==> src/rtl/ram8_fifo_ctrl.sv <==
// Valid/ready FIFO controller around a single-port ram8: 8 RAM entries plus a
// registered head stage give 9 words of storage, fetch has priority over push.
module ram8_fifo_ctrl #(
  parameter int WIDTH  = 16,
  parameter int ADDR_W = 3
) (
  input  logic              clk,
  input  logic              rst_n,
  input  logic [WIDTH-1:0]  in_data,
  input  logic              in_valid,
  output logic              in_ready,
  output logic [WIDTH-1:0]  out_data,
  output logic              out_valid,
  input  logic              out_ready,
  output logic [WIDTH-1:0]  ram_in,
  output logic [ADDR_W-1:0] ram_address,
  output logic              ram_load,
  input  logic [WIDTH-1:0]  ram_out,
  output logic [ADDR_W:0]   count
);

  logic [ADDR_W-1:0] wr_ptr_q, wr_ptr_d;
  logic [ADDR_W-1:0] rd_ptr_q, rd_ptr_d;
  logic [ADDR_W:0]   ram_cnt_q, ram_cnt_d;
  logic              out_valid_q, out_valid_d;
  logic [WIDTH-1:0]  out_data_q, out_data_d;

  logic slot_free, ram_empty, fetch, bypass, push, ram_push;

  always_comb begin
    slot_free = !out_valid_q || out_ready;
    ram_empty = (ram_cnt_q == '0);
    fetch     = !ram_empty && slot_free;
    bypass    = ram_empty && slot_free;
    // ram_cnt never exceeds 2**ADDR_W, so its MSB alone means "RAM full".
    in_ready  = rst_n && (bypass || (!fetch && !ram_cnt_q[ADDR_W]));
    push      = in_valid && in_ready;
    ram_push  = push && !bypass;

    ram_load    = ram_push;
    ram_address = ram_push ? wr_ptr_q : rd_ptr_q;
    ram_in      = in_data;
  end

  always_comb begin
    wr_ptr_d    = wr_ptr_q;
    rd_ptr_d    = rd_ptr_q;
    ram_cnt_d   = ram_cnt_q;
    out_valid_d = out_valid_q;
    out_data_d  = out_data_q;

    if (fetch) begin
      out_data_d  = ram_out;
      out_valid_d = 1'b1;
      rd_ptr_d    = rd_ptr_q + 1'b1;
      ram_cnt_d   = ram_cnt_q - 1'b1;
    end else if (push && bypass) begin
      // Covers pop-and-replace: the head is overwritten and stays valid.
      out_data_d  = in_data;
      out_valid_d = 1'b1;
    end else if (out_valid_q && out_ready) begin
      out_valid_d = 1'b0;
    end

    // fetch forces in_ready low, so a RAM push never overlaps a fetch.
    if (ram_push) begin
      wr_ptr_d  = wr_ptr_q + 1'b1;
      ram_cnt_d = ram_cnt_q + 1'b1;
    end
  end

  always_ff @(posedge clk or negedge rst_n) begin
    if (!rst_n) begin
      wr_ptr_q    <= '0;
      rd_ptr_q    <= '0;
      ram_cnt_q   <= '0;
      out_valid_q <= 1'b0;
      out_data_q  <= '0;
    end else begin
      wr_ptr_q    <= wr_ptr_d;
      rd_ptr_q    <= rd_ptr_d;
      ram_cnt_q   <= ram_cnt_d;
      out_valid_q <= out_valid_d;
      out_data_q  <= out_data_d;
    end
  end

  assign out_valid = out_valid_q;
  assign out_data  = out_data_q;
  assign count     = ram_cnt_q + {{ADDR_W{1'b0}}, out_valid_q};

endmodule

==> config.mk <==
export PLATFORM = sky130hd
export DESIGN_NAME = ram8_fifo_ctrl
export DESIGN_NICKNAME = d
export VERILOG_FILES = /design/src/rtl/ram8_fifo_ctrl.sv
export SDC_FILE = /design/constraint.sdc
export NUM_CORES = 1
export LEC_CHECK = 0
export CAP_MARGIN = 20
export CORE_AREA = 2 2 51 101
export DETAILED_ROUTE_END_ITERATION = 10
export DIE_AREA = 0 0 53 103
export PLACE_DENSITY = 0.71
export SYNTH_ARGS = -nofsm -noshare
export SYNTH_HDL_FRONTEND = slang
export SYNTH_SLANG_ARGS = --single-unit
==> constraint.sdc <==
create_clock -name clk -period 2 [get_ports clk]
set_input_delay 0.4 -clock clk [delete_from_list [all_inputs] [get_ports clk]]
set_output_delay 0.4 -clock clk [all_outputs]
set_load 0.05 [all_outputs]
# Word level (Yosys, flattened, before mapping)
# Index checks and enable logic that the tools add are counted.
[classes] addsub=5 n_mux=8 n_reduce_logical=19
[ops] operator="$mux 16" n=2
[ops] operator="$logic_and 1x1->1" n=8
[ops] operator="$mux 4" n=2
[ops] operator="$add 3x1->3 const B" n=2
[ops] operator="$logic_not 1->1" n=5
[ops] operator="$add 4x1->4" n=1
[ops] operator="$add 4x1->4 const B" n=1
[ops] operator="$logic_not 4->1" n=1
[ops] operator="$reduce_bool 2->1" n=2
[ops] operator="$sub 4x1->4 const B" n=1
[ops] operator="$mux 1" n=3
[ops] operator="$mux 3" n=1
[ops] operator="$reduce_bool 3->1" n=1
[ops] operator="$logic_or 1x1->1" n=2
[totals] reg_bits=27 output_inout_bits=42

# Logic depth before layout (Yosys ltp)
[depth] ltp_word=11 depth_mapped=8 depth_no_buf=7

# Worst setup path before layout
# No wires, ideal clock.
[synth_timing] path_kind="register -> register" startpoint="register out_valid_q, in the netlist out_valid" endpoint="register ram_cnt_q[3]" setup_time_ns=0.126 t_arrival_ns=2.673 required_ns=1.874 slack_ns=-0.799 stages_incl_launch_ff=8 path_buffers=0 synth_period_minus_slack_ns=2.799 path_cell_list="dfrtp_1 nand4b_1 nor2_2 inv_1 ha_1 nand3_1 and2_1 a311o_1"
[synth_between] elab_chain_cells=10 word_cells_on_any_way=13 cone_classes="1 x mux; 12 x reduce/logical"
[synth_lines] item="start, declared" line="25" rtl="logic out_valid_q, out_valid_d;"
[synth_lines] item="start signal, assigned" line="83" rtl="out_valid_q <= out_valid_d;"
[synth_lines] item="$logic_not 1->1 (*)" line="31" rtl="slot_free = !out_valid_q || out_ready;"
[synth_lines] item="$logic_or 1x1->1 (*)" line="31"
[synth_lines] item="$logic_and 1x1->1" line="33" rtl="fetch = !ram_empty && slot_free;"
[synth_lines] item="$logic_not 1->1" line="36" rtl="in_ready = rst_n && (bypass || (!fetch && !ram_cnt_q[ADDR_W]));"
[synth_lines] item="$logic_and 1x1->1" line="36"
[synth_lines] item="$logic_or 1x1->1" line="36"
[synth_lines] item="$logic_and 1x1->1" line="36"
[synth_lines] item="$logic_and 1x1->1" line="37" rtl="push = in_valid && in_ready;"
[synth_lines] item="$logic_and 1x1->1 (*)" line="38" rtl="ram_push = push && !bypass;"
[synth_lines] item="via ram_load" line="17" rtl="output logic ram_load,"
[synth_lines] item="$mux 4 or $reduce_bool 2->1 (tied branches)"
[synth_lines] item="end signal, assigned" line="82" rtl="ram_cnt_q <= ram_cnt_d;"
[synth_lines] item="end, declared" line="24" rtl="logic [ADDR_W:0] ram_cnt_q, ram_cnt_d;"
# Mark *: on every way through the listed nets, which the timed path passes. The rest lies on a longest branch.
# A chain may end at the register's enable or synchronous reset.

# Worst setup path in the final report
[layout_timing] startpoint="register out_valid_q, in the netlist out_valid" endpoint="output ram_address[1]"
[layout_between] elab_chain_cells=10 word_cells_on_any_way=12 cone_classes="1 x mux; 11 x reduce/logical"
[layout_lines] item="$logic_not 1->1 (*)" line="31"
[layout_lines] item="$logic_or 1x1->1 (*)" line="31"
[layout_lines] item="$logic_and 1x1->1" line="33"
[layout_lines] item="$logic_not 1->1" line="36"
[layout_lines] item="$logic_and 1x1->1" line="36"
[layout_lines] item="$logic_or 1x1->1" line="36"
[layout_lines] item="$logic_and 1x1->1" line="36"
[layout_lines] item="$logic_and 1x1->1" line="37"
[layout_lines] item="$logic_and 1x1->1 (*)" line="38"
[layout_lines] item="$mux 3 (*)" line="41" rtl="ram_address = ram_push ? wr_ptr_q : rd_ptr_q;"
[layout_lines] item="end, declared" line="16" rtl="output logic [ADDR_W-1:0] ram_address,"
# Every way passes the cells marked *; elsewhere a longest branch is shown, timed or not.

==> reports/results.tsv <==
stage	metric	value	unit
timing	crit share post-route	1.01	
logic_synthesis	mux share of post-synthesis cell area	0.143	
floorplanning	std cell rows	36	
logic_synthesis	simple-gate share of the synthesized area	0.124	
routing	DRT iter0 DRCs	9	
cells_and_area	diode count	0	
floorplanning	top-level I/O count	78	
power_and_ir_drop	Pint	2120	uW
floorplanning	Initial Util	0.354	
worst_setup_path	Worst setup EP type	output port	
power_and_ir_drop	static leakage	0.00121	uW
global_routing	global-route wire length before repair	6.90	mm
routing	DRC	0	
cells_and_area	Final Net Count	268	
logic_synthesis	synth unique cells	32	
power_and_ir_drop	clock share of power	0.080	
cells_and_area	layout cells sized above 1	0.326	
logic_synthesis	synthesized area per cell	11.4	sq um
clocking	clock root buffer	clkbuf_8	
cells_and_area	final cell count without fillers	281	
floorplanning	core area	0.00473	sq mm
floorplanning	die height	103	microns
worst_setup_path	critical path class	reg -> out	
clocking	cts hold-fix bufs	0	
logic_synthesis	cell count after synthesis	147	
outcome	failing checks	setup timing	
min_path	worst min path class	in -> async	
logic_synthesis	main combinational cell family by area after synthesis	multiplexers	
logic_synthesis	number of enable flip-flop cells after synthesis	0	
floorplanning	die area	0.00546	sq mm
flow_run	max_cap viols	0	
clocking	Max H-tree Level	1	
power_and_ir_drop	switching share of power	0.453	
worst_setup_path	R2R depth	8	
logic_synthesis	syn_nets	190	
worst_setup_path	Worst Path Max Fanout	5	
timing	RSZ-0062 raised after global routing	yes	
logic_synthesis	Post-Syn Area	0.00167	sq mm
power_and_ir_drop	power share of the combinational group	0.676	
power_and_ir_drop	sequential power share	0.244	
outcome	status	finished with violations	
logic_synthesis	async set-reset flop share out of synthesis	1.00	
power_and_ir_drop	Switch Pwr	1760	uW
timing	final hold vios	0	
routing	WL per Instance	15.4	microns
floorplanning	DIE WIDTH	53	microns
logic_synthesis	Compound-Gate Fraction of Synth Area	0.112	
logic_synthesis	xor and xnor area share after synthesis	0.0419	
worst_setup_path	R2R Setup Slk	0.06	ns
placement	Placed Cells	268	
timing	clock skew	0.00852	ns
global_routing	all-layer global routing usage	0.167	
worst_setup_path	Critical R2R Launch	out_valid$_DFFE_PN0P_	
worst_setup_path	CP startpoint kind	register	
cells_and_area	Finished Cell Area	0.00284	sq mm
global_routing	largest net degree at the start of global routing	46	
timing	Worst slew margin	0.634	
timing	setup ws final	-0.0114	ns
logic_synthesis	Post-synth top flop	dfrtp_1	
clocking	Clock Latency Late Sink	0.28	ns
clocking	clock slew at the register clock pins of the worst setup and hold paths	0.09	ns
global_routing	initial antenna violation count	0	
logic_synthesis	number of synthesized register bits	27	
timing	FMAX	497	MHz
timing	Pins Over Slew Limit	0	
placement	routability cong.	0.776	
logic_synthesis	sequential share of the synthesized area	0.404	
timing	Least-Margin Pin Slew	0.550	ns
logic_synthesis	Adder-Cell Fraction of Synth Area	0.0568	
clocking	Sink Count	27	
global_routing	vias in the first global route	1490	
logic_synthesis	Ys Warns	0	
routing	Final Routed Wirelength	4.32	mm
timing	Tmin final	2.01	ns
worst_setup_path	worst path required time	1.60	ns
worst_setup_path	FF-to-FF End	ram_cnt_q[3]$_DFFE_PN0P_	
clocking	CTS tree	done	
power_and_ir_drop	Worst VDD drop	1.16	mV
worst_setup_path	crit path DAT	1.61	ns
routing	Pre-antenna DRT Iters	4	
cells_and_area	synthesis-to-layout area growth	69.4	%
placement	IO buf count	77	
clocking	Max Root-Sink Buffers	2	
global_routing	GR Overflow Total	0	
routing	antenna viol nets, final	0	
placement	placed inst area	0.00268	sq mm
placement	DP HPWL	3.19	mm
power_and_ir_drop	Pwr per Cell Area	1370	mW/mm^2
routing	Vias per Instance	5.02	
clocking	CTS buffer count	3	
routing	DR vias	1412	
worst_setup_path	crit path launch	out_valid$_DFFE_PN0P_	
timing	Finish-stage setup viols	3	
-- synthesized netlist by cell type, types with 2 or more instances --
cell       count  area share
nand3_1        4       0.012
xnor2_1        2       0.010
buf_6          2       0.013
inv_1          2      0.0045
mux2_2         7       0.047
xor2_1         6       0.031
clkbuf_1       2      0.0045
buf_2          2      0.0060
ha_1           6       0.045
dfrtp_1       27        0.40
o2bb2ai_1     16       0.084
nand2_1        3      0.0067
mux2i_1       16       0.096
buf_4         17       0.076
and3_1        16       0.060
a21oi_1        2      0.0060
nor2_2         2      0.0075
-- logic make-up after synthesis --
kind of cell             after synthesis
AO/OA/AOI/OAI                         23
XOR/XNOR                               8
adder cells (fa/ha/maj)                7
buffers and inverters                 27
flip-flops                            27
multiplexers                          23
AND/OR/NAND/NOR                       32
-- critical path, stage by stage (launching register included) --
cell and delay (ns):
dfrtp_2 0.38, nand4b_1 0.20, nor2_4 0.26, mux2_4 0.33, buf_8 0.15
-- cell type report --
class                      instances  area, sq um
inverter                           2         10.0
timing repair buffer              98         1150
multi-input combinational         93          878
fill                             402         1890
clock buffer                       4         45.0
sequential                        27          681
tap                               57         71.3
-- flip-flops by register name (all words and copies together) (netlist names) --
signal,cells
out_data,16
ram_cnt_q,4
rd_ptr_q,3
wr_ptr_q,3
out_valid,1
-- through the flow --
| stage | utilization | worst slack [ns] | power, uW | setup TNS (ns) | hold WS (ns) |
|---|---|---|---|---|---|
| 3_5_place_dp | 0.566 | -0.394 | 3380 | -2.25 | 0.459 |
| 3_3_place_gp | 0.566 | -0.337 | 3310 | -1.96 | 0.451 |
| 4_1_cts | 0.588 | -0.0122 | 3810 | -0.0279 | 0.184 |
| 2_1_floorplan | - | -0.231 | 2470 | -1.24 | 0.104 |
| 6_report | 0.600 | -0.0114 | 3870 | -0.0235 | 0.174 |
| 5_1_grt | 0.600 | -0.0901 | 4080 | -0.351 | 0.207 |
-- how the worst max path moves through the flow --
stage	depth (start not counted)	slack, ns	endpoint
final	4	-0.01	ram_address[1]
after floorplan	7	-0.23	ram_cnt_q[3]$_DFFE_PN0P_
after global placement	7	-0.34	ram_cnt_q[2]$_DFFE_PN0P_
after detailed placement	8	-0.39	ram_cnt_q[3]$_DFFE_PN0P_
after CTS	4	-0.01	ram_address[1]
after global routing	4	-0.09	ram_address[2]
-- power groups by stage --
stage | registers [uW] | clock network, uW | logic [uW]
5_1_grt | 973 | 345 | 2760
3_3_place_gp | 951 | 0 | 2360
4_1_cts | 965 | 326 | 2520
2_1_floorplan | 1220 | 0 | 1240
3_5_place_dp | 959 | 0 | 2420
6_report | 945 | 310 | 2620
-- metal layers --
layer,track usage,up-vias,wire (microns)
met5,0,-,0
met4,0.0651,0,68
met3,0.0406,5,463
met2,0.259,76,1960
met1,0.222,660,1820
li1,-,671,-
-- cells in the final DEF, fill, tap and decap left out, drive strengths merged, types with 6 or more instances in the layout --
cell and count:
clkdlybuf4s50 48, mux2i 16, buf 48, mux2 7
and3 16, ha 6, xor2 6, o2bb2ai 16
dfrtp 27
-- repair_timing --
action                                  4_1_cts  5_1_grt
pin swaps                                     2        5
endpoints found under the setup margin       10        8
gates resized for setup                      16        3
setup buffers                                 3        6
Note: power is estimated with default switching activity, not from simulation.
